`src/rtl/uart_rx_byte.sv`:
```
// uart_rx_byte
// Serial-to-parallel UART receiver, 8N1, LSB first. Produces a one-cycle
// strobe per accepted byte and a one-cycle strobe on a framing error.
//
// Ports:
//   clk        in   system clock
//   rst        in   asynchronous active-high reset
//   rx         in   serial line, idle high, asynchronous to clk
//   recv_valid out  one-cycle strobe, recv_data holds a new byte
//   recv_data  out  last good byte, held until the next recv_valid
//   frame_err  out  one-cycle strobe when the stop bit samples low
//
// state   | meaning
// --------+----------------------------------------------------------
// IDLE    | waiting for a falling edge on the synchronised line
// START   | timing to the start-bit midpoint to confirm it is still low
// DATA    | sampling 8 data bits at their midpoints, LSB first
// STOP    | sampling the stop bit at its midpoint
// BREAK   | stop bit was low; wait for the line to return high
module uart_rx_byte #(
    parameter int CLK_FREQ = 100_000_000,
    parameter int BAUD     = 9600
) (
    input  logic       clk,
    input  logic       rst,
    input  logic       rx,
    output logic       recv_valid,
    output logic [7:0] recv_data,
    output logic       frame_err
);

    localparam int CPB  = CLK_FREQ / BAUD;
    localparam int HALF = CPB / 2;
    localparam int CW   = (CPB > 1) ? $clog2(CPB) : 1;

    localparam logic [CW-1:0] CNT_HALF = CW'(HALF - 1);
    localparam logic [CW-1:0] CNT_LAST = CW'(CPB - 1);
    localparam logic [CW-1:0] CNT_ONE  = CW'(1);

    localparam logic [2:0] S_IDLE  = 3'd0;
    localparam logic [2:0] S_START = 3'd1;
    localparam logic [2:0] S_DATA  = 3'd2;
    localparam logic [2:0] S_STOP  = 3'd3;
    localparam logic [2:0] S_BREAK = 3'd4;

    logic          rx_s1;
    logic          rx_s2;
    logic [2:0]    state;
    logic [CW-1:0] cnt;
    logic [2:0]    bit_idx;
    logic [7:0]    shreg;

    always_ff @(posedge clk or posedge rst) begin
        if (rst) begin
            rx_s1      <= 1'b1;
            rx_s2      <= 1'b1;
            state      <= S_IDLE;
            cnt        <= '0;
            bit_idx    <= 3'd0;
            shreg      <= 8'h00;
            recv_data  <= 8'h00;
            recv_valid <= 1'b0;
            frame_err  <= 1'b0;
        end else begin
            rx_s1      <= rx;
            rx_s2      <= rx_s1;
            recv_valid <= 1'b0;
            frame_err  <= 1'b0;

            case (state)
                S_IDLE: begin
                    // rx_s2 is the older sample, so 1 -> 0 here is a falling edge
                    if (rx_s2 && !rx_s1) begin
                        cnt   <= '0;
                        state <= S_START;
                    end
                end

                S_START: begin
                    if (cnt == CNT_HALF) begin
                        if (!rx_s1) begin
                            cnt     <= '0;
                            bit_idx <= 3'd0;
                            state   <= S_DATA;
                        end else begin
                            state <= S_IDLE;
                        end
                    end else begin
                        cnt <= cnt + CNT_ONE;
                    end
                end

                S_DATA: begin
                    if (cnt == CNT_LAST) begin
                        cnt   <= '0;
                        shreg <= {rx_s1, shreg[7:1]};
                        if (bit_idx == 3'd7) begin
                            bit_idx <= 3'd0;
                            state   <= S_STOP;
                        end else begin
                            bit_idx <= bit_idx + 3'd1;
                        end
                    end else begin
                        cnt <= cnt + CNT_ONE;
                    end
                end

                S_STOP: begin
                    // Leaving at the stop midpoint leaves half a bit to catch
                    // a back-to-back start edge.
                    if (cnt == CNT_LAST) begin
                        cnt <= '0;
                        if (rx_s1) begin
                            recv_data  <= shreg;
                            recv_valid <= 1'b1;
                            state      <= S_IDLE;
                        end else begin
                            frame_err <= 1'b1;
                            state     <= S_BREAK;
                        end
                    end else begin
                        cnt <= cnt + CNT_ONE;
                    end
                end

                S_BREAK: begin
                    if (rx_s1) begin
                        state <= S_IDLE;
                    end
                end

                default: begin
                    state <= S_IDLE;
                end
            endcase
        end
    end

endmodule

```
`config.mk`:
```
export PLATFORM = sky130hd
export DESIGN_NAME = uart_rx_byte
export DESIGN_NICKNAME = d
export VERILOG_FILES = /design/src/rtl/uart_rx_byte.sv
export SDC_FILE = /design/constraint.sdc
export NUM_CORES = 1
export LEC_CHECK = 0
export CELL_PAD_IN_SITES_DETAIL_PLACEMENT = 0
export CELL_PAD_IN_SITES_GLOBAL_PLACEMENT = 2
export CORE_MARGIN = 5
export CORE_UTILIZATION = 35
export CTS_CLUSTER_DIAMETER = 50
export DETAILED_ROUTE_END_ITERATION = 10
export GPL_TIMING_DRIVEN = 0
export PLACE_DENSITY = 0.76
export SLEW_MARGIN = 20
export SYNTH_ARGS = -nofsm -noshare
export SYNTH_HDL_FRONTEND = slang
export SYNTH_SLANG_ARGS = --single-unit
```
`constraint.sdc`:
```
create_clock -name clk -period 2.2 [get_ports clk]
set_input_delay 0.22 -clock clk [delete_from_list [all_inputs] [get_ports clk]]
set_output_delay 0.22 -clock clk [all_outputs]
set_load 0.02 [all_outputs]
```
==> flow_summary.yaml <==
cts:
  cts_made_buffers: 5
  cts_root_buf: "clkbuf_8"
  clk_latency_ns: 0.29
  cts.sink_count: 40
  clockBufferDepth: 2
  htreeDepth: 2
  ctsHoldBuffers: 0
  tritoncts: "built"
  clkTransAtPathRegs_ns: 0.08
power:
  p_leak_nw: 1.12
  clock_power_share: 0.322
  p_switching_mw: 0.557
  p_seq_frac: 0.510
  power.internal_mw: 1.31
  pwr-share-comb: 0.169
  finalPower_mw: 1.87
  sw_frac_of_total: 0.298
  ir_drop_v: 0.000381
  power.density_nw_per_um2: 761
floorplanning:
  start_util: 0.357
  fp.dieArea_um2: 7150
  pin_count: 13
  num_rows: 27
  design.core.area_um2: 5440
  die_w_um: 84.5
  die_h_um: 84.5
worst_setup_path:
  critPathCaptureType: "register"
  worstSetupPathType: "register to register"
  required_ns: 2.38
  cp_max_fo: 5
  cp-start-kind: "register"
  r2r_cells: 7
  critPathArrivalTime_ns: 2.33
timing:
  final_hold_viol_count: 0
  clock_skew_ns: 0.00464
  rsz0062_at_grt: "true"
  period_share: 0.978
  max_slew_margin: 0.584
  setup_viol: 0
  max_clock_freq_ghz: 0.465
  fin_ws_ns: 0.0476
  worstMarginPinSlew_ns: 0.619
  final_max_slew_viol_count: 0
  finalCriticalPeriod_ns: 2.15
synthesis:
  syn_nets: 178
  synth_top_family_by_area: "simple AND/OR/NAND/NOR gates"
  synth_fa_ha_area_frac: 0.0193
  synthFlopType: "dfrtp_1"
  ys_types: 44
  synth_simple_gate_area_share: 0.205
  synth_edf_count: 0
  avgSynthCellArea_um2: 11.3
  ys_seq_area_frac: 0.516
  yosysWarnings: 0
  synth-seq-cells: 40
  syn-cell-area_um2: 1940
  synthMuxAreaShare: 0.111
  synthCells: 172
  synthXorXnorAreaFrac: 0.00450
  async_flop_share: 1.00
  synth-compound-area-share: 0.122
drt:
  drt_iter0_markers: 61
  antenna_left: 0
  vias: 1429
  drcViolationCount: 0
  wl_per_cell_um: 15.2
  via_per_inst: 5.10
  detail_route.first_pass.iterations: 4
  routed_wl_mm: 4.24
final_layout:
  nNetsFinal: 213
  finalInstanceArea_um2: 2450
  fin_cells: 280
  syn2layout_area_growth_pct: 26.3
  drive_above_1_share: 0.341
  fill_cells: 531
  final_common_cell: "dfrtp_1"
  final_cell_mix: "33 x dfrtp_1, 16 x mux2_2, 15 x buf_4"
  antenna_cells: 0
  multi_input_area_um2: 938
  seqCellArea_um2: 1010
  fin_util: 0.451
place:
  gp_congestion: 0.808
  dpl_cell_area_um2: 2170
  dp_hpwl_mm: 2.89
  dp.cells: 257
  port_buffers: 12
  dp_worst_setup_slack_ns: -0.194
global_routing:
  grt_pass1_vias: 1400
  grt_pass1_wl_mm: 6.96
  track_usage: 0.121
  grt_max_degree: 32
  antenna_found_initial: 0
  grt_overflow: 0
outcome:
  outcome: "finished clean"
hold_path:
  hp-class: "input pin to asynchronous set/reset pin"
run:
  max_cap_viol_count: 0
## cell type report
| type | count | share of cell area |
|---|---|---|
| Timing Repair Buffer | 28 | 0.104 |
| Buffer | 6 | 0.0153 |
| Tap cell | 72 | 0.0367 |
| Clock buffer | 5 | 0.0280 |
| Multi-Input combinational cell | 123 | 0.382 |
| Clock inverter | 3 | 0.0173 |
| Inverter | 3 | 0.00459 |
| Sequential cell | 40 | 0.411 |
## cells by family (layout without fill, tap and decap cells)
kind of cell | count (synthesis) | after routing
buf+inv | 9 | 45
simple gates | 65 | 65
flops | 40 | 40
mux | 19 | 19
compound gates | 35 | 35
xor+xnor | 1 | 1
fa+ha+maj | 3 | 3
## Yosys cell counts, types with 3 or more instances
| library cell | instances | share of area |
|---|---|---|
| and3_1 | 4 | 0.013 |
| nor2_1 | 10 | 0.019 |
| dfrtp_1 | 38 | 0.49 |
| nand2_1 | 12 | 0.023 |
| mux2_2 | 16 | 0.093 |
| nand4_1 | 3 | 0.0097 |
| nand3_1 | 8 | 0.021 |
| inv_1 | 3 | 0.0058 |
| nor4_1 | 3 | 0.0097 |
| nand2b_1 | 9 | 0.029 |
| o21ai_0 | 3 | 0.0077 |
| a31oi_1 | 6 | 0.019 |
| a21oi_1 | 12 | 0.031 |
| a22o_1 | 4 | 0.018 |
| ha_1 | 3 | 0.019 |
## timing repair
item,CTS,global route
endpoints found under the hold margin,0,0
gates resized for setup,5,11
setup buffers,1,13
setup endpoints to repair,34,31
gates cloned,0,1
pin swaps,1,2
## power groups by stage
stage | Sequential, mW | Combinational [mW] | Clock (mW)
4_1_cts | 0.941 | 0.299 | 0.616
3_3_place_gp | 0.948 | 0.273 | 0
2_1_floorplan | 0.916 | 0.234 | 0
6_report | 0.952 | 0.315 | 0.601
5_1_grt | 0.964 | 0.358 | 0.647
3_5_place_dp | 0.957 | 0.293 | 0
## through the flow
stage / TNS [ns] / hold slack, ns
2_1_floorplan: 0 / 0.224
3_3_place_gp: -3.60 / 0.416
3_5_place_dp: -4.82 / 0.416
4_1_cts: 0 / 0.164
5_1_grt: -0.169 / 0.196
6_report: 0 / 0.163
## registers in the layout, indices dropped and copies added (netlist names)
register    cells
cnt            14
bit_idx         3
recv_data       8
recv_valid      1
frame_err       1
rx_s2           1
rx_s1           1
state           3
shreg           8
## path summary, 6_finish.rpt
path | start | end | slack (ns)
setup / recovery | cnt[12]$_DFFE_PP0P_ | bit_idx[0]$_DFFE_PP0P_ | 0.05
max in group asynchronous | rst | rx_s2$_DFF_PP1_ | 1.54
hold / removal | rst | cnt[8]$_DFFE_PP0P_ | 0.16
hold reg to reg | rx_s1$_DFF_PP1_ | rx_s2$_DFF_PP1_ | 0.43
min in group clk | rx | rx_s1$_DFF_PP1_ | 0.33
setup reg to reg | cnt[12]$_DFFE_PP0P_ | bit_idx[0]$_DFFE_PP0P_ | 0.05
## worst max-delay path, stage by stage, from the launching register on
cell and delay (ns):
dfrtp_1 0.43, or4b_4 0.57, nor4_4 0.14, buf_4 0.18, buf_4 0.11, a22oi_2 0.07
or2_4 0.25, mux2_4 0.30
## routing by layer
metal | global-route usage | vias up | part of all wire
met5 | 0 | - | 0
met4 | 0.0432 | 0 | 0.012
met3 | 0.0353 | 6 | 0.035
met2 | 0.189 | 22 | 0.49
met1 | 0.159 | 699 | 0.46
li1 | - | 702 | -
No activity file was read; power rests on OpenSTA's default activity.
